**config.mk**
```make
export PLATFORM = sky130hd
export DESIGN_NAME = chunked_serial_adder
export DESIGN_NICKNAME = d
export VERILOG_FILES = /design/src/rtl/chunked_serial_adder.sv
export SDC_FILE = /design/constraint.sdc
export NUM_CORES = 1
export LEC_CHECK = 0
export CORE_MARGIN = 2
export CORE_UTILIZATION = 23
export CTS_BUF_LIST = sky130_fd_sc_hd__clkbuf_4
export DETAILED_ROUTE_END_ITERATION = 16
export SKIP_CTS_REPAIR_TIMING = 1
export SKIP_LAST_GASP = 1
export SLEW_MARGIN = 40
export SYNTH_ARGS = -nofsm -noshare
export SYNTH_HDL_FRONTEND = slang
export SYNTH_SLANG_ARGS = --single-unit
```
**constraint.sdc**
```tcl
create_clock -name Clk -period 4.6 [get_ports Clk]
set_input_delay 0.92 -clock Clk [delete_from_list [all_inputs] [get_ports Clk]]
set_output_delay 0.92 -clock Clk [all_outputs]
set_load 0.1 [all_outputs]
```
**src/rtl/chunked_serial_adder.sv**
```systemverilog
// chunked_serial_adder
//   Multi-cycle WIDTH-bit add/subtract unit. Each RUN cycle adds CHUNK bits of the
//   captured operands and keeps the carry between chunks in a register. This replaces
//   a wide combinational ripple chain.
//
//   States:
//     state | meaning
//     IDLE  | ready for operands, last result held on outputs
//     RUN   | adding one chunk per clock, LSB chunk first
//     DONE  | result valid, waiting for Out_Ready
//
// Ports
//   Clk, Rst_n          clock (rising edge), asynchronous active-low reset
//   In_Valid/In_Ready   operand handshake; In_Ready is high only in IDLE
//   In1, In2            operands A and B (WIDTH bits)
//   Carry_In            carry-in for add, borrow-in for subtract
//   Sub                 0: A+B+Carry_In, 1: A-B-Carry_In
//   Out_Valid/Out_Ready result handshake
//   Sum                 registered result, modulo 2^WIDTH
//   Carry               carry out of the MSB (for subtract, 1 means no borrow)
//   Overflow            signed overflow: carry into MSB xor carry out of MSB
module chunked_serial_adder #(
  parameter int WIDTH = 16,
  parameter int CHUNK = 4
) (
  input  logic             Clk,
  input  logic             Rst_n,
  input  logic             In_Valid,
  output logic             In_Ready,
  input  logic [WIDTH-1:0] In1,
  input  logic [WIDTH-1:0] In2,
  input  logic             Carry_In,
  input  logic             Sub,
  output logic             Out_Valid,
  input  logic             Out_Ready,
  output logic [WIDTH-1:0] Sum,
  output logic             Carry,
  output logic             Overflow
);

  localparam int NCHUNK = WIDTH / CHUNK;
  localparam int CW     = (NCHUNK > 1) ? $clog2(NCHUNK) : 1;
  localparam logic [CW-1:0] LAST = CW'(NCHUNK - 1);

  generate
    if (WIDTH < 1 || CHUNK < 1 || CHUNK > WIDTH || (WIDTH % CHUNK) != 0) begin : g_bad_params
      $error("chunked_serial_adder: WIDTH must be a positive multiple of CHUNK");
    end
  endgenerate

  typedef enum logic [1:0] {
    IDLE = 2'd0,
    RUN  = 2'd1,
    DONE = 2'd2
  } state_t;

  state_t           state;
  logic [WIDTH-1:0] a_sh;
  logic [WIDTH-1:0] b_sh;
  logic [WIDTH-1:0] res_q;
  logic             carry_q;
  logic [CW-1:0]    cnt;

  logic [CHUNK:0]   chunk_add;
  logic             msb_cin;
  logic [WIDTH-1:0] chunk_ext;
  logic [WIDTH-1:0] res_next;

  // Operands shift right each cycle so the current chunk is always in the low bits;
  // the result fills in from the top, ending fully aligned after the last chunk.
  assign chunk_add = {1'b0, a_sh[CHUNK-1:0]} + {1'b0, b_sh[CHUNK-1:0]}
                   + {{CHUNK{1'b0}}, carry_q};

  // Carry into the chunk's top bit; only meaningful on the last chunk (the word MSB).
  assign msb_cin = a_sh[CHUNK-1] ^ b_sh[CHUNK-1] ^ chunk_add[CHUNK-1];

  always_comb begin
    chunk_ext = '0;
    chunk_ext[WIDTH-1 -: CHUNK] = chunk_add[CHUNK-1:0];
    res_next = (res_q >> CHUNK) | chunk_ext;
  end

  assign In_Ready = (state == IDLE);

  always_ff @(posedge Clk or negedge Rst_n) begin
    if (!Rst_n) begin
      state     <= IDLE;
      a_sh      <= '0;
      b_sh      <= '0;
      res_q     <= '0;
      carry_q   <= 1'b0;
      cnt       <= '0;
      Out_Valid <= 1'b0;
      Sum       <= '0;
      Carry     <= 1'b0;
      Overflow  <= 1'b0;
    end else begin
      case (state)
        IDLE: begin
          if (In_Valid) begin
            // Subtract as A + ~B + ~borrow_in
            a_sh    <= In1;
            b_sh    <= Sub ? ~In2 : In2;
            carry_q <= Sub ? ~Carry_In : Carry_In;
            res_q   <= '0;
            cnt     <= '0;
            state   <= RUN;
          end
        end
        RUN: begin
          a_sh    <= a_sh >> CHUNK;
          b_sh    <= b_sh >> CHUNK;
          res_q   <= res_next;
          carry_q <= chunk_add[CHUNK];
          cnt     <= cnt + 1'b1;
          if (cnt == LAST) begin
            Sum       <= res_next;
            Carry     <= chunk_add[CHUNK];
            Overflow  <= chunk_add[CHUNK] ^ msb_cin;
            Out_Valid <= 1'b1;
            state     <= DONE;
          end
        end
        DONE: begin
          if (Out_Ready) begin
            Out_Valid <= 1'b0;
            state     <= IDLE;
          end
        end
        default: begin
          Out_Valid <= 1'b0;
          state     <= IDLE;
        end
      endcase
    end
  end

endmodule

```
### Word level (Yosys, flattened, before mapping)

Cells that the tools add are included.

* register bits after elaboration: 72
* input port bits: 38
* output and inout port bits: 20
* word-level logic and storage cells: 51

* add/subtract/negate cells: 3
* equal/unequal tests: 6
* mux-type cells: 19
* bitwise operators: 7
* reductions and logical operators: 6

Operator list (count)
* 16-bit one-hot mux with 2 select lines: 3
* 16-bit 2-to-1 mux: 4
* 16-bit inverter: 1
* 12-bit by 16-bit bitwise OR with 16-bit output: 1
* 2-bit 2-to-1 mux: 4
* 2-bit inequality test (second input constant): 3
* 2-bit one-hot mux with 3 select lines: 1
* 3-bit AND reduction: 2
* 4-bit by 4-bit adder with 5-bit output: 1
* 5-bit by 1-bit adder with 5-bit output: 1
* 2-bit equality test (second input constant): 2
* 1-bit 2-to-1 mux: 4
* 2-bit one-hot mux with 2 select lines: 1
* 2-bit AND reduction: 2
* 1-bit one-hot mux with 3 select lines: 1
* 1-bit XOR: 3
* 2-bit by 1-bit adder with 2-bit output (second input constant): 1
* 2-bit by 1-bit equality test with 1-bit output (second input constant): 1
* 2-bit logical NOT: 1
* 1-bit inverter: 2
* 1-bit one-hot mux with 2 select lines: 1
* 2-bit nonzero test: 1

### Longest topological paths before layout

Gate-level depths: netlist of run 1.

* depth in word-level cells: 4
* mapped depth: 7

### Worst setup path after synthesis of run 1

Ideal clock, no wire load.

* path kind: reg-to-output
* from: reg state[1]
* to: out In_Ready
* arrival: 1.939 ns
* setup slack: 1.741 ns
* stages on the path, launching flop included: 4
* path buffers: 2
* cell sequence: dfrtp_1 -> buf_2 -> clkbuf_1 -> nor2_1

* word-level cells in the longest chain between the ends: 1

RTL lines
* start, declared: RTL line 57 `state_t state;`
* start signal, assigned: RTL line 87 `state <= IDLE;`
* start signal, assigned: RTL line 107 `state <= RUN;`
* start signal, assigned: RTL line 121 `state <= DONE;`
* 2-bit logical NOT: RTL line 83 `assign In_Ready = (state == IDLE);`
* end, declared: RTL line 29 `output logic In_Ready,`

No other way between the ends.

### Worst setup path in the final report of run 1

Same ends and word-level chain as after synthesis.

==> flow_results.org, run 1 <==
** Outcome
- The flow ran to the end, and the final reports show no timing, DRC or antenna violations.

** Logic synthesis
- Number of instances in the synthesized netlist :: roughly 310
- Total of warnings raised by yosys :: 0
- Top area cells in the synthesized netlist :: sky130_fd_sc_hd__dfrtp_1 (53%), sky130_fd_sc_hd__a21oi_1 (5.9%), sky130_fd_sc_hd__nor2b_1 (5.3%)
- Yosys reg bits :: 68
- By count the netlist is led by sky130_fd_sc_hd__dfrtp_1 (68), sky130_fd_sc_hd__a21oi_1 (38), sky130_fd_sc_hd__o21ai_0 (28).
- The share of synthesized area in the top cell type comes to between 50% and 60%.
- Post-synthesis instance area :: 0.003216 mm^2
- The number of nets in the synthesized netlist is between 300 and 400.
- A synthesized cell averages approximately 10 um^2.
- Number of flops mapped to enable cells by yosys :: 0
- Count of different cell masters after synthesis :: 26
- Asr flop ratio synth :: 100.0%
- Most used standard cell by instance count after synthesis :: sky130_fd_sc_hd__dfrtp_1
- Flip-flop cell with the highest count after synthesis :: sky130_fd_sc_hd__dfrtp_1
- Register area share after synthesis :: a little over half
- Post-synth top area cell :: sky130_fd_sc_hd__dfrtp_1

** Timing
- Across the routed clock network, the largest skew measured is roughly 20 ps.
- Finish-stage setup viols :: 0
- Max-slew headroom at the worst pin :: between 60 and 70%
- The worst path in the final design needs a cycle of about 2600 ps, including I/O delays and setup.
- Worst hold-check slack :: between 400 and 500 ps
- For the pin with the worst max-slew slack, the measured transition is ~590 ps.
- Derived from the worst setup path, the maximum achievable clock frequency is 387.1 MHz.
- The final count of hold timing violations came to 0.
- Setup repair after global routing left no endpoint under its margin.
- After routing, the total negative slack on setup checks comes to 0 ps.
- Final critical-path setup slack :: between 2000 and 2500 ps
- Final Cycle Share :: between 50% and 60%
- The final count of pins violating max slew came to 0.

** Global route
- Remaining Overflow, GRT :: 0
- Across every metal layer, demand over resource in global routing totals approximately 11%.
- The via count of the first global-routing pass came to between 2000 and 2500.
- The first global-routing pass estimated approximately 13 mm of wire.
- The number of antenna violations at the first check in global routing was 0.
- Largest net degree at the start of global routing :: 47

** Detailed routing
- Wire length per cell :: around 14 um
- Drc violations :: 0
- Detailed routing inserted a total of 2448 vias.
- Initial DRC count :: around 200
- The count of nets left with antenna violations once routing finished came out at 0.
- Via-per-instance ratio :: 4.500
- For this block, the routed nets add up to approximately 7.6 mm of wire.
- First-pass DRT Iterations :: 4

** Final layout
- Layout cells sized above 1 :: around 16%
- From synthesis to final layout, the design area changed by 24.59%.
- The number of antenna diodes in the final layout is 0.
- Post-layout nets :: roughly 400
- Excluding fillers, the count of instances in the completed layout stands at around 540.

** Placement
- Count of buffers from port buffering :: 57
- Timing analysis after detailed placement gives a worst setup slack of between 1000 and 1500 ps.
- Detailed placement ended at an HPWL of ~5.3 mm.
- Routability-driven placement finished with a final weighted congestion of a little under 0.8.
- Placed Cells incl. Taps :: 528

** Floorplanning
- Chip Width :: around 120 um
- Die extent in y :: around 120 um
- The region available for standard cell placement spans approximately 0.014 mm^2.
- Initial Utilization :: between 20% and 30%
- I/O Pins :: between 50 and 60
- Row generation in the floorplan step produced 43 rows.
- Die Footprint :: ~0.015 mm^2

** Clocking
- Deepest clock path buffer count :: 2
- The tree built by TritonCTS fans out to between 60 and 70 sinks.
- The number of clock buffers added by TritonCTS is 9.
- The cell sitting at the root of the clock tree is a sky130_fd_sc_hd__clkbuf_4.
- TritonCTS built the clock tree.
- Clock-pin transition on the worst setup and hold timing paths :: roughly 130 ps
- Clock latency on the worst-skew pair :: 440 ps
- H-tree depth :: 3

** Worst hold path
- In this run the worst hold path is classified as in -> async.

** Critical path
- The worst setup path is captured at an output pin.
- Worst Path Class, Setup :: reg -> out
- Type of origin of the critical path :: flip-flop
- Data on the critical path arrives at its endpoint at between 1500 and 2000 ps.
- Along the worst path, the maximum fanout reaches 34.
- For the worst setup path, the data required time is approximately 3700 ps.

** Power and ir drop
- In this run the power density over the cells is 765.6 mW/mm^2.
- The analysis attributes to cell leakage a power of roughly 0.0017 uW.
- IR Drop Worst-Case VDD :: about 0.28 mV

** Flow run
- Number of violations of the max-capacitance limit :: 0
layout by cell type (no fill, tap or decap):
cell / netlist / final
sky130_fd_sc_hd__nor2b_1: 27 / 26
sky130_fd_sc_hd__and2b_2: 1 / 1
sky130_fd_sc_hd__nand2_2: 1 / 1
sky130_fd_sc_hd__mux2_2: 14 / 14
sky130_fd_sc_hd__inv_1: 1 / 1
sky130_fd_sc_hd__xor2_1: 5 / 5
sky130_fd_sc_hd__clkinvlp_4: 0 / 3
sky130_fd_sc_hd__nand2_1: 19 / 19
sky130_fd_sc_hd__nor2_1: 21 / 21
sky130_fd_sc_hd__clkdlybuf4s50_1: 0 / 35
sky130_fd_sc_hd__nor2b_2: 0 / 1
sky130_fd_sc_hd__o22a_1: 7 / 7
sky130_fd_sc_hd__o21ai_0: 28 / 28
sky130_fd_sc_hd__ha_1: 4 / 4
sky130_fd_sc_hd__and3b_1: 2 / 2
sky130_fd_sc_hd__bufinv_16: 0 / 2
sky130_fd_sc_hd__clkinv_2: 0 / 1
sky130_fd_sc_hd__a22o_1: 11 / 11
sky130_fd_sc_hd__dfrtp_1: 68 / 68
sky130_fd_sc_hd__a22oi_1: 10 / 10
sky130_fd_sc_hd__fa_1: 2 / 2
sky130_fd_sc_hd__clkbuf_4: 0 / 9
sky130_fd_sc_hd__a21o_1: 2 / 2
sky130_fd_sc_hd__a21oi_1: 38 / 38
sky130_fd_sc_hd__o21ai_1: 1 / 1
sky130_fd_sc_hd__buf_2: 8 / 21
sky130_fd_sc_hd__o31ai_1: 1 / 1
sky130_fd_sc_hd__o22ai_1: 6 / 6
sky130_fd_sc_hd__clkinv_1: 1 / 2
sky130_fd_sc_hd__xnor2_1: 15 / 15
sky130_fd_sc_hd__buf_4: 3 / 7
area by class of cell:
cell class                 instances  area [um^2]
tap                              180        225.2
clock inverter                     7        91.34
multi-input combinational        215         1405
sequential                        68         1702
inverter                           2        7.507
clock buffer                       9        67.56
timing repair buffer              63        508.0
fill                            1485         9767
logic make-up (layout without fill, tap and decap cells):
logic type	count (synthesis)	after routing	share of synthesized area [%]
AOI/OAI and AO/OA	104	104	19.53
DFF	68	68	52.92
xor gates and xnor gates	20	20	5.448
muxes	14	14	4.903
buffers and inverters	24	81	3.463
and+or+nand+nor	71	71	10.93
adders and majority gates	6	6	2.802
flip-flops by register name, summed over array words and instances (netlist names):
signal	cells
a_sh	16
Sum	16
Carry	1
state	2
b_sh	16
Overflow	1
Out_Valid	1
res_q	12
carry_q	1
cnt	2
per-layer routing:
metal	part of all wire [%]	vias up	GRT usage (%)
met3	5.5	11	3.903
met2	45	62	16.63
met4	1.6	0	3.592
li1	-	1183	-
met1	48	1192	14.92
met5	0	-	0
worst paths after layout:
check / start / end / slack [ps] / cells past startpoint
worst max-delay path: state[1]$_DFFE_PN0P_ / In_Ready / 2020 / 3
worst min-delay path: Rst_n / a_sh[3]$_DFFE_PN0P_ / 480 / 1
worst max register to register: state[0]$_DFFE_PN0P_ / Sum[9]$_DFFE_PN0P_ / 2340 / 4
worst min register to register: Overflow$_DFFE_PN0P_ / Overflow$_DFFE_PN0P_ / 500 / 2
max in group asynchronous: Rst_n / b_sh[2]$_DFFE_PN0P_ / 3370 / 2
min in group Clk: Overflow$_DFFE_PN0P_ / Overflow$_DFFE_PN0P_ / 500 / 2
critical path, cell delays in order, from the launching register on:
cell                      delay, ps
sky130_fd_sc_hd__dfrtp_1        370
sky130_fd_sc_hd__buf_4          240
sky130_fd_sc_hd__nor2_1         170
sky130_fd_sc_hd__buf_2          450
metrics by stage:
step	utilization, %	instance area [um^2]	power, uW
global placement	28.66	3948	2680
CTS	29.11	4009	3093
finish	29.09	4006	3067
floorplan	-	3216	2292
detailed placement	27.95	3850	2649
global route	29.09	4006	3285
report_power, final:
part	leakage [uW]	switching, uW	internal, uW
clock network	0.0000756	225	217
logic	0.000777	1090	492
registers	0.000859	179	860
No activity file was read; power rests on OpenSTA's default activity.
==> run 2, diff against run 1 <==
Clock period 4.6 ns to 2.65 ns, I/O delays scaled along.
==> run 2 against run 1 <==
Register-to-register slack got worse by 1800 ps. Power increased by 77%. Combinational power is 79% higher. Worst hold slack worse by 280 ps. Sequential share of layout area is 1.1 points lower. Setup slack worse by 1600 ps. Utilization up 0.77 points. Final cell count increased by 0.92%. Non-clock buffer count up 5. Clock power grew 71%. Final area rose by 2.7%. Largest power group unchanged. Sequential power rose by 77%. Largest cell class unchanged.
==> flow_results.org, run 2 (synthesis results as in run 1) <==
** Outcome
- Run status :: complete, no violations

** Placement
- Setup Slack @ Placement :: 492.9 ps (-989.2 ps)
- Final weighted congestion of routability-driven global placement :: 0.7443 (-4.7%)
- Total half-perimeter wirelength after legalization and detailed placement :: 5.284 mm (+0.48%)
- The number of port buffers came to 57 (unchanged).

** Critical path
- The kind of cell with the highest combined delay along the critical path is flip-flops.
- The worst setup path is launched from a flip-flop.
- Worst Setup End Kind :: output pin
- Ordered list of cells on the worst path :: buf_4, nor2_1, buf_12
- Req. time, crit path :: 2120 ps (-1560 ps)
- The critical path buffer and inverter count was 2 (unchanged).
- The slowest stage of the critical path belongs to the cell sky130_fd_sc_hd__dfrtp_1.
- Worst Path Class, Setup :: reg -> out
- The maximum single-stage delay on the critical path was 570 ps (+120 ps).
- The maximum fanout along the worst path came to 17 (-50%).
- The data arrival at the endpoint of the critical path was 1680 ps (+20 ps).

** Global route
- The layer flagged by global routing as most heavily used is met2.
- Wire length of the first global-routing pass :: 12.28 mm (-3.1%)
- The global-route usage over all layers was 10.49% (-0.59 points).
- The number of antenna violations at the first check in global routing was 0 (unchanged).
- Grt met2 use :: 16.56% (-0.069 points)
- Via count of the first global-routing pass :: 2412 (-2.8%)
- The largest net degree at the start of global routing is 69 (+47%).
- The routing usage on met3 was 3.020% (-0.88 points).
- The global-route met1 utilization was 14.12% (-0.80 points).
- The global-route congestion overflow total was 0 (unchanged).

** Floorplanning
- Number of rows in the core area :: 43 (unchanged)
- The die extent in y was 122.2 um (unchanged).
- Core area :: 0.01377 mm^2 (unchanged)
- I/O Pins :: 58 (unchanged)
- The initial core utilization was 23.35% (unchanged).
- The die footprint is 0.01494 mm^2 (unchanged).
- The overall die width is 122.2 um (unchanged).

** Final layout
- The fraction of final layout cells sized beyond drive strength 1 was 17.34% (+0.86 points).
- In the layout the commonest cells are sky130_fd_sc_hd__dfrtp_1 (68), sky130_fd_sc_hd__a21oi_1 (38), sky130_fd_sc_hd__clkdlybuf4s50_1 (36).
- The largest registers in the layout are Sum (16), a_sh (16), b_sh (16).
- The end-of-flow core utilization came to 29.86% (+0.77 points).
- The total number of nets in the final design is 408 (+1.2%).
- The final-layout fill cell count is 1504 (+1.3%).
- Number of antenna diodes :: 0 (unchanged)
- The library cell used most frequently in the layout, excluding fill and tap cells, is sky130_fd_sc_hd__dfrtp_1.
- From synthesis to final layout, the design area changed by 27.90%.

** Clocking
- The number of buffers added by the clock tree synthesis step came to 9 (unchanged).
- The clock-pin slew reported for the worst setup and hold paths after clock tree synthesis was 110 ps (-20 ps).
- TritonCTS built the clock tree.
- Root buf cell :: sky130_fd_sc_hd__clkbuf_4
- Sinks on Clock Net :: 68 (unchanged)
- Deepest clock path buffer count :: 2 (unchanged)
- The H-tree depth is 3 (unchanged).
- The insertion delay of the later-clocked pin in the worst-skew pair was 410 ps (-30 ps).

** Detailed routing
- The count of TritonRoute iterations in the first routing pass was 4 (unchanged).
- Antenna Violating Nets Remaining :: 0 (unchanged)
- Initial DRC count :: 95 (-52%)
- Drc violations :: 0 (unchanged)
- The wire length per cell after detailed routing came to 13.52 um (-3.6%).
- Via-per-instance ratio :: 4.401 (-2.2%)
- The routed wire length was 7.420 mm (-2.7%).
- The total number of vias was 2416 (-1.3%).

** Power and ir drop
- Static leakage power :: 0.001757 uW (+2.7%)
- Areal power density over the cells :: 1321 mW/mm^2 (+73%)
- Post-layout power :: 5435 uW (+77%)
- The maximum resistive drop on vdd came to 0.5249 mV (+87%).

** Timing
- The final count of pins violating max slew is 0 (unchanged).
- Based on the critical path, the design can be clocked at up to around 450 MHz.
- Final Cycle Share :: a little over four fifths
- Number of hold-slack violations in the final timing report :: 0 (unchanged)
- Setup repair after global routing left no endpoint under its margin.
- Worst hold-check slack :: 204.8 ps (-276.2 ps)
- The actual slew at the worst max-slew pin is 717.8 ps (+129.8 ps).
- The max-slew headroom at the worst pin is 52.14% (-8.7 points).
- Finish-stage setup viols :: 0 (unchanged)
- The worst path needs 2215 ps of the cycle, external delays included.
- The least setup slack across all paths after layout came to 435.1 ps (-1582 ps).
- The final clock skew was 10.61 ps (-9.586 ps).
- Setup TNS :: 0 ps (unchanged)

** Flow run
- Number of violations of the max-capacitance limit :: 0 (unchanged)

** Worst hold path
- In this run the worst hold path is classified as in -> async.
[run 2: metal layers]
metal  part of all wire (%)  up-vias
met5                      0        -
met4                   0.86        0
met3                    5.4        7
met2                     46       69
met1                     48     1144
li1                       -     1196
[run 2: final timing paths]
| path | startpoint | to | slack [ps] | cells after the start |
|---|---|---|---|---|
| min reg2reg | Carry$_DFFE_PN0P_ | Carry$_DFFE_PN0P_ | 500 | 2 |
| max reg2reg | a_sh[0]$_DFFE_PN0P_ | Overflow$_DFFE_PN0P_ | 500 | 6 |
| max | state[0]$_DFFE_PN0P_ | In_Ready | 440 | 3 |
| min | Rst_n | Sum[1]$_DFFE_PN0P_ | 200 | 2 |
| max in group asynchronous | Rst_n | a_sh[5]$_DFFE_PN0P_ | 2010 | 2 |
| min in group Clk | Carry$_DFFE_PN0P_ | Carry$_DFFE_PN0P_ | 500 | 2 |
[run 2: worst register-to-register path: stages, from the launching register on]
cell	delay [ps]
sky130_fd_sc_hd__dfrtp_1	440
sky130_fd_sc_hd__fa_1	480
sky130_fd_sc_hd__fa_1	420
sky130_fd_sc_hd__a21o_1	170
sky130_fd_sc_hd__a21oi_1	280
sky130_fd_sc_hd__xnor2_1	160
sky130_fd_sc_hd__o21ai_0	90
[run 2: through the flow]
step	area (um^2)	instances
after detailed placement	3951	533
after global placement	3948	533
after floorplan	3216	307
after global routing	4113	549
after CTS	4109	549
final	4113	549
[run 2: report_power, final]
group | switching (uW) | total [uW] | internal, uW | leakage [uW]
Sequential | 352 | 1840 | 1490 | 0.000859
Combinational | 1850 | 2840 | 982 | 0.000814
Clock | 375 | 754 | 379 | 0.0000837
[run 2: layout make-up]
class	count	area [um^2]	share of cell area (%)
inverter	2	7.507	0.1825
multi-input combinational	215	1406	34.20
clock inverter	7	90.09	2.190
sequential	68	1702	41.38
clock buffer	9	67.56	1.643
timing repair buffer	68	614.3	14.94
tap	180	225.2	5.476
